`src/rtl/varint_pkg.sv`:
```
// Types and sizing helper shared by the varint gather and decode stages.
package varint_pkg;

  // Bytes needed to carry a decode_size-bit value as 7-bit groups.
  function automatic int unsigned varint_enc_bytes(input int unsigned decode_size);
    return (decode_size - 1) / 7 + 1;
  endfunction

  typedef enum logic [1:0] {
    COLLECT = 2'd0,
    FULL    = 2'd1,
    DISCARD = 2'd2
  } varint_gather_state_e;

  typedef logic [3:0] varint_len_t;

endpackage

```
`src/rtl/varint_byte_gatherer.sv`:
```
// Gathers one protobuf varint (bytes through the first with bit7 == 0) into an MSB-aligned window.
// Optional overlong-varint error/discard behaviour is enabled by defining VARINT_GATHER_ERR_EN.
module varint_byte_gatherer
  import varint_pkg::*;
#(
  parameter int unsigned DECODE_SIZE = 64,
  parameter int unsigned ENCODE_SIZE = varint_enc_bytes(DECODE_SIZE) * 8
) (
  input  logic                   clk,
  input  logic                   rst,
  input  logic [7:0]             in_data,
  input  logic                   in_valid,
  output logic                   in_ready,
  output logic [ENCODE_SIZE-1:0] out_data,
  output varint_len_t            out_len,
  output logic                   out_err,
  output logic                   out_valid,
  input  logic                   out_ready
);

  localparam int unsigned NB      = ENCODE_SIZE / 8;
  localparam varint_len_t LastIdx = varint_len_t'(NB - 1);

`ifdef VARINT_GATHER_ERR_EN
  localparam logic ErrEn = 1'b1;
`else
  localparam logic ErrEn = 1'b0;
`endif

  varint_gather_state_e   state_q, state_d;
  logic [ENCODE_SIZE-1:0] data_q, data_d;
  varint_len_t            idx_q, idx_d;
  varint_len_t            len_q, len_d;
  logic                   err_q, err_d;
  logic                   discard_q, discard_d;

  logic                   accept;
  logic                   gather;
  logic                   drop_term;
  logic                   term;
  logic                   overlong;
  varint_len_t            wr_idx;
  logic [ENCODE_SIZE-1:0] wr_data;

  assign accept    = in_valid & in_ready;
  assign drop_term = accept & ~in_data[7];
  // A byte joins a window unless it belongs to the tail of an overlong varint.
  assign gather    = accept & ((state_q == COLLECT) | ((state_q == FULL) & ~discard_q));
  // Out of FULL the incoming byte always opens a fresh window at slot 0.
  assign wr_idx    = (state_q == FULL) ? '0 : idx_q;
  assign term      = ~in_data[7] | (wr_idx == LastIdx);
  assign overlong  = ErrEn & in_data[7];

  // Keep slots before wr_idx, place the byte at wr_idx, zero everything after.
  always_comb begin
    wr_data = '0;
    for (int k = 0; k < NB; k++) begin
      if (varint_len_t'(k) < wr_idx) begin
        wr_data[8*(NB-1-k) +: 8] = data_q[8*(NB-1-k) +: 8];
      end else if (varint_len_t'(k) == wr_idx) begin
        wr_data[8*(NB-1-k) +: 8] = in_data;
      end
    end
  end

  always_ff @(posedge clk) begin
    if (rst) begin
      state_q   <= COLLECT;
      data_q    <= '0;
      idx_q     <= '0;
      len_q     <= '0;
      err_q     <= 1'b0;
      discard_q <= 1'b0;
    end else begin
      state_q   <= state_d;
      data_q    <= data_d;
      idx_q     <= idx_d;
      len_q     <= len_d;
      err_q     <= err_d;
      discard_q <= discard_d;
    end
  end

  always_comb begin
    state_d   = state_q;
    data_d    = data_q;
    idx_d     = idx_q;
    len_d     = len_q;
    err_d     = err_q;
    discard_d = discard_q;

    if ((state_q == FULL) && out_ready) begin
      data_d    = '0;
      len_d     = '0;
      err_d     = 1'b0;
      idx_d     = '0;
      discard_d = 1'b0;
      state_d   = (discard_q && !drop_term) ? DISCARD : COLLECT;
    end else if ((state_q == FULL) && discard_q && drop_term) begin
      // Overlong tail ended while its error window is still waiting.
      discard_d = 1'b0;
    end

    if ((state_q == DISCARD) && drop_term) begin
      state_d = COLLECT;
    end

    if (gather) begin
      data_d = wr_data;
      if (term) begin
        state_d   = FULL;
        len_d     = wr_idx + 4'd1;
        idx_d     = '0;
        err_d     = overlong;
        discard_d = overlong;
      end else begin
        state_d = COLLECT;
        idx_d   = wr_idx + 4'd1;
      end
    end
  end

  always_comb begin
    in_ready = ~rst & ((state_q == COLLECT) | (state_q == DISCARD) |
                       ((state_q == FULL) & (out_ready | discard_q)));
  end

  assign out_valid = (state_q == FULL);
  assign out_data  = data_q;
  assign out_len   = len_q;
  assign out_err   = err_q;

endmodule

```
`config.mk`:
```
export PLATFORM = sky130hd
export DESIGN_NAME = varint_byte_gatherer
export DESIGN_NICKNAME = d
export VERILOG_FILES = /design/src/rtl/varint_pkg.sv /design/src/rtl/varint_byte_gatherer.sv
export SDC_FILE = /design/constraint.sdc
export NUM_CORES = 1
export LEC_CHECK = 0
export ABC_AREA = 1
export CORE_MARGIN = 1.5
export CORE_UTILIZATION = 50
export DETAILED_ROUTE_END_ITERATION = 10
export GPL_TIMING_DRIVEN = 0
export PLACE_DENSITY = 0.8
export SYNTH_ARGS = -nofsm -noshare
export SYNTH_HDL_FRONTEND = slang
export SYNTH_SLANG_ARGS = --single-unit
```
`constraint.sdc`:
```
create_clock -name clk -period 3.1 [get_ports clk]
set_input_delay 0.93 -clock clk [delete_from_list [all_inputs] [get_ports clk]]
set_output_delay 0.93 -clock clk [all_outputs]
set_load 0.01 [all_outputs]
```
==> run summary <==
Area Growth Syn to Fin -> 29.77%
Vias in the first global route -> 3975
Clock Tree Buf Depth -> 2
Largest net degree at the start of global routing -> 17
Synth area leader -> dfxtp_1
Worst setup margin -> 0.1118 ns
FILL cells -> 681
Pleak -> 2.013 nW
RSZ-0062 raised after global routing -> false
Register area share after synthesis -> 0.4458
Post-synthesis net count -> 595
Layout cells sized above 1 -> 0.07143
Overflow after GRT -> 0
Worst skew pair latency -> 0.36 ns
Post-route DRC -> 0
Starting density of the core -> 0.5265
First drt pass iteration count -> 5
Slew HR -> 0.4631
Post-Place Worst Slack -> -0.5532 ns
Crit path kind -> input pin to output port
Most frequent cell after synthesis -> nand2_1
Share of the synthesized area in the top cell type -> 0.4458
CTS Hold Bufs -> 0
Status -> finished, final reports clean
Peak Freq -> 334.7 MHz
Max-cap viol count -> 0
Avg WL per Cell -> 15.90 um
DRT iter0 DRCs -> 229
Port Buffers -> 90
Final slew viol count -> 0
Sink Count -> 92
Cells after Synth -> 580
Ys async rst share -> 0
Die area -> 8817 um2
First-pass GRT wire length -> 20160 um
Row count -> 32
Synth warn -> 0
Dominant synthesized flop cell -> dfxtp_1
Synthesized area -> 4131 um2
Final Hold Fails -> 0
Root buf cell -> clkbuf_8
Critical Path End Type -> output port
IO Pins -> 99
Cts bufs inserted -> 9
Top post-synthesis cells by area -> dfxtp_1, nand2_1, a21oi_1, nand3_1, nor2_1
Util after Layout -> 0.6832
Post-synthesis area per instance -> 7.123 um2
CTS H-tree depth -> 3
Post-layout nets -> 696
Detail Route Antenna Nets -> 0
CP max FO -> 10
DIE HEIGHT -> 93.90 um
Inserted Diodes -> 0
Commonest cells post-synth -> nand2_1, dfxtp_1, nor2_1
Tot GR Track Use -> 0.2959
Drt total wl -> 12530 um
Netlist cell types -> 25
Synthesized flop and latch total -> 92
Worst Hold Class -> register to register
CTS clock-pin slew for the worst setup and hold paths -> 0.10 ns
Fin crit period -> 2.988 ns
Final setup TNS -> 0 ns
Hpwl dp -> 8732 um
Worst slew pin tran -> 0.8053 ns
P per Cell Area -> 442.5 nW/um2
CP required -> 2.17 ns
Fin crit share -> 0.9639
Die width -> 93.90 um
Clk_skew -> 0.01225 ns
VDD IR max -> 0.0002281 V
CTS tree -> built
Number of flops mapped to enable cells by yosys -> 0
Crit path launch type -> input pin
Via count -> 4310
Vias per cell -> 5.470
Final setup viols -> 0
GPL Wtd Cong -> 0.8790
Initial antenna violation count -> 0
Core area -> 7848 um2
Crit path DAT -> 2.06 ns
[report_power, final]
group | switching, mW | internal, mW | leakage, nW
logic | 0.191 | 0.121 | 1.18
registers | 0.0179 | 1.22 | 0.747
clock network | 0.447 | 0.379 | 0.0895
total | 0.656 | 1.72 | 2.01
[path summary, 6_finish.rpt]
check | start | to | slack (ns) | cells past startpoint
worst min register to register | out_data[18] | out_data[18] | 0.47 | 2
worst max register to register | state_q[1] | out_data[63] | 0.90 | 13
worst min-delay path | out_data[18] | out_data[18] | 0.47 | 2
worst max-delay path | rst | in_ready | 0.11 | 5
[kinds of logic (layout without fill, tap and decap cells)]
logic type | after synthesis | after routing | share of synthesized area
buffers and inverters | 58 | 164 | 0.05966
AOI/OAI and AO/OA | 75 | 75 | 0.09146
DFF | 92 | 92 | 0.4458
adders and majority gates | 3 | 3 | 0.009086
and+or+nand+nor | 352 | 352 | 0.3940
[state kept, by name, summed over array words and instances (netlist names)]
register and cells:
out_data 80, idx_q 4, out_len 4, state_q 2
discard_q 1, out_err 1
[routing by layer]
layer / vias up / wire (um) / GRT usage
met5: - / 0 / 0
met4: 0 / 287 / 0.1132
met3: 25 / 1078 / 0.06958
met2: 193 / 5847 / 0.4771
met1: 2001 / 5316 / 0.3829
li1: 2091 / - / -
[layout by cell type (no fill, tap or decap), types with 11 or more instances in the layout]
cell type,Yosys,layout
a21oi_1,70,70
inv_1,21,21
buf_2,11,11
nand2_1,142,142
dfxtp_1,92,92
clkdlybuf4s50_1,0,89
nand3b_1,30,30
clkbuf_1,20,20
nor2_1,90,90
nand3_1,70,70
[layout make-up]
type / count / area (um2) / share of cell area
flip-flops and latches: 92 / 1842 / 0.3435
clock inverters: 6 / 70.07 / 0.01307
multi-input cells: 430 / 2043 / 0.3811
repair buffers: 90 / 899.6 / 0.1678
well taps: 102 / 127.6 / 0.02380
inverters: 23 / 86.33 / 0.01610
clock buffers: 10 / 127.6 / 0.02380
plain buffers: 35 / 165.2 / 0.03081
[per-stage QoR]
stage / instance area (um2) / hold WS [ns] / instances / total power, mW
6_report: 5361 / 0.4737 / 788 / 2.372
3_5_place_dp: 5160 / 0.4549 / 772 / 1.569
4_1_cts: 5361 / 0.4747 / 788 / 2.378
3_3_place_gp: 5160 / 0.4491 / 772 / 1.562
5_1_grt: 5361 / 0.4903 / 788 / 2.464
2_1_floorplan: 4131 / 0.4485 / 580 / 1.434
[what timing repair did]
item	CTS	global route
setup endpoints to repair	1	0
buffers inserted	0	0
resized for setup	4	0
[critical path: stages]
cell and delay [ns]:
clkbuf_1 0.25, clkbuf_2 0.29, buf_4 0.24, a21oi_1 0.06, dlygate4sd2_1 0.29
Note: power is estimated with default switching activity, not from simulation.
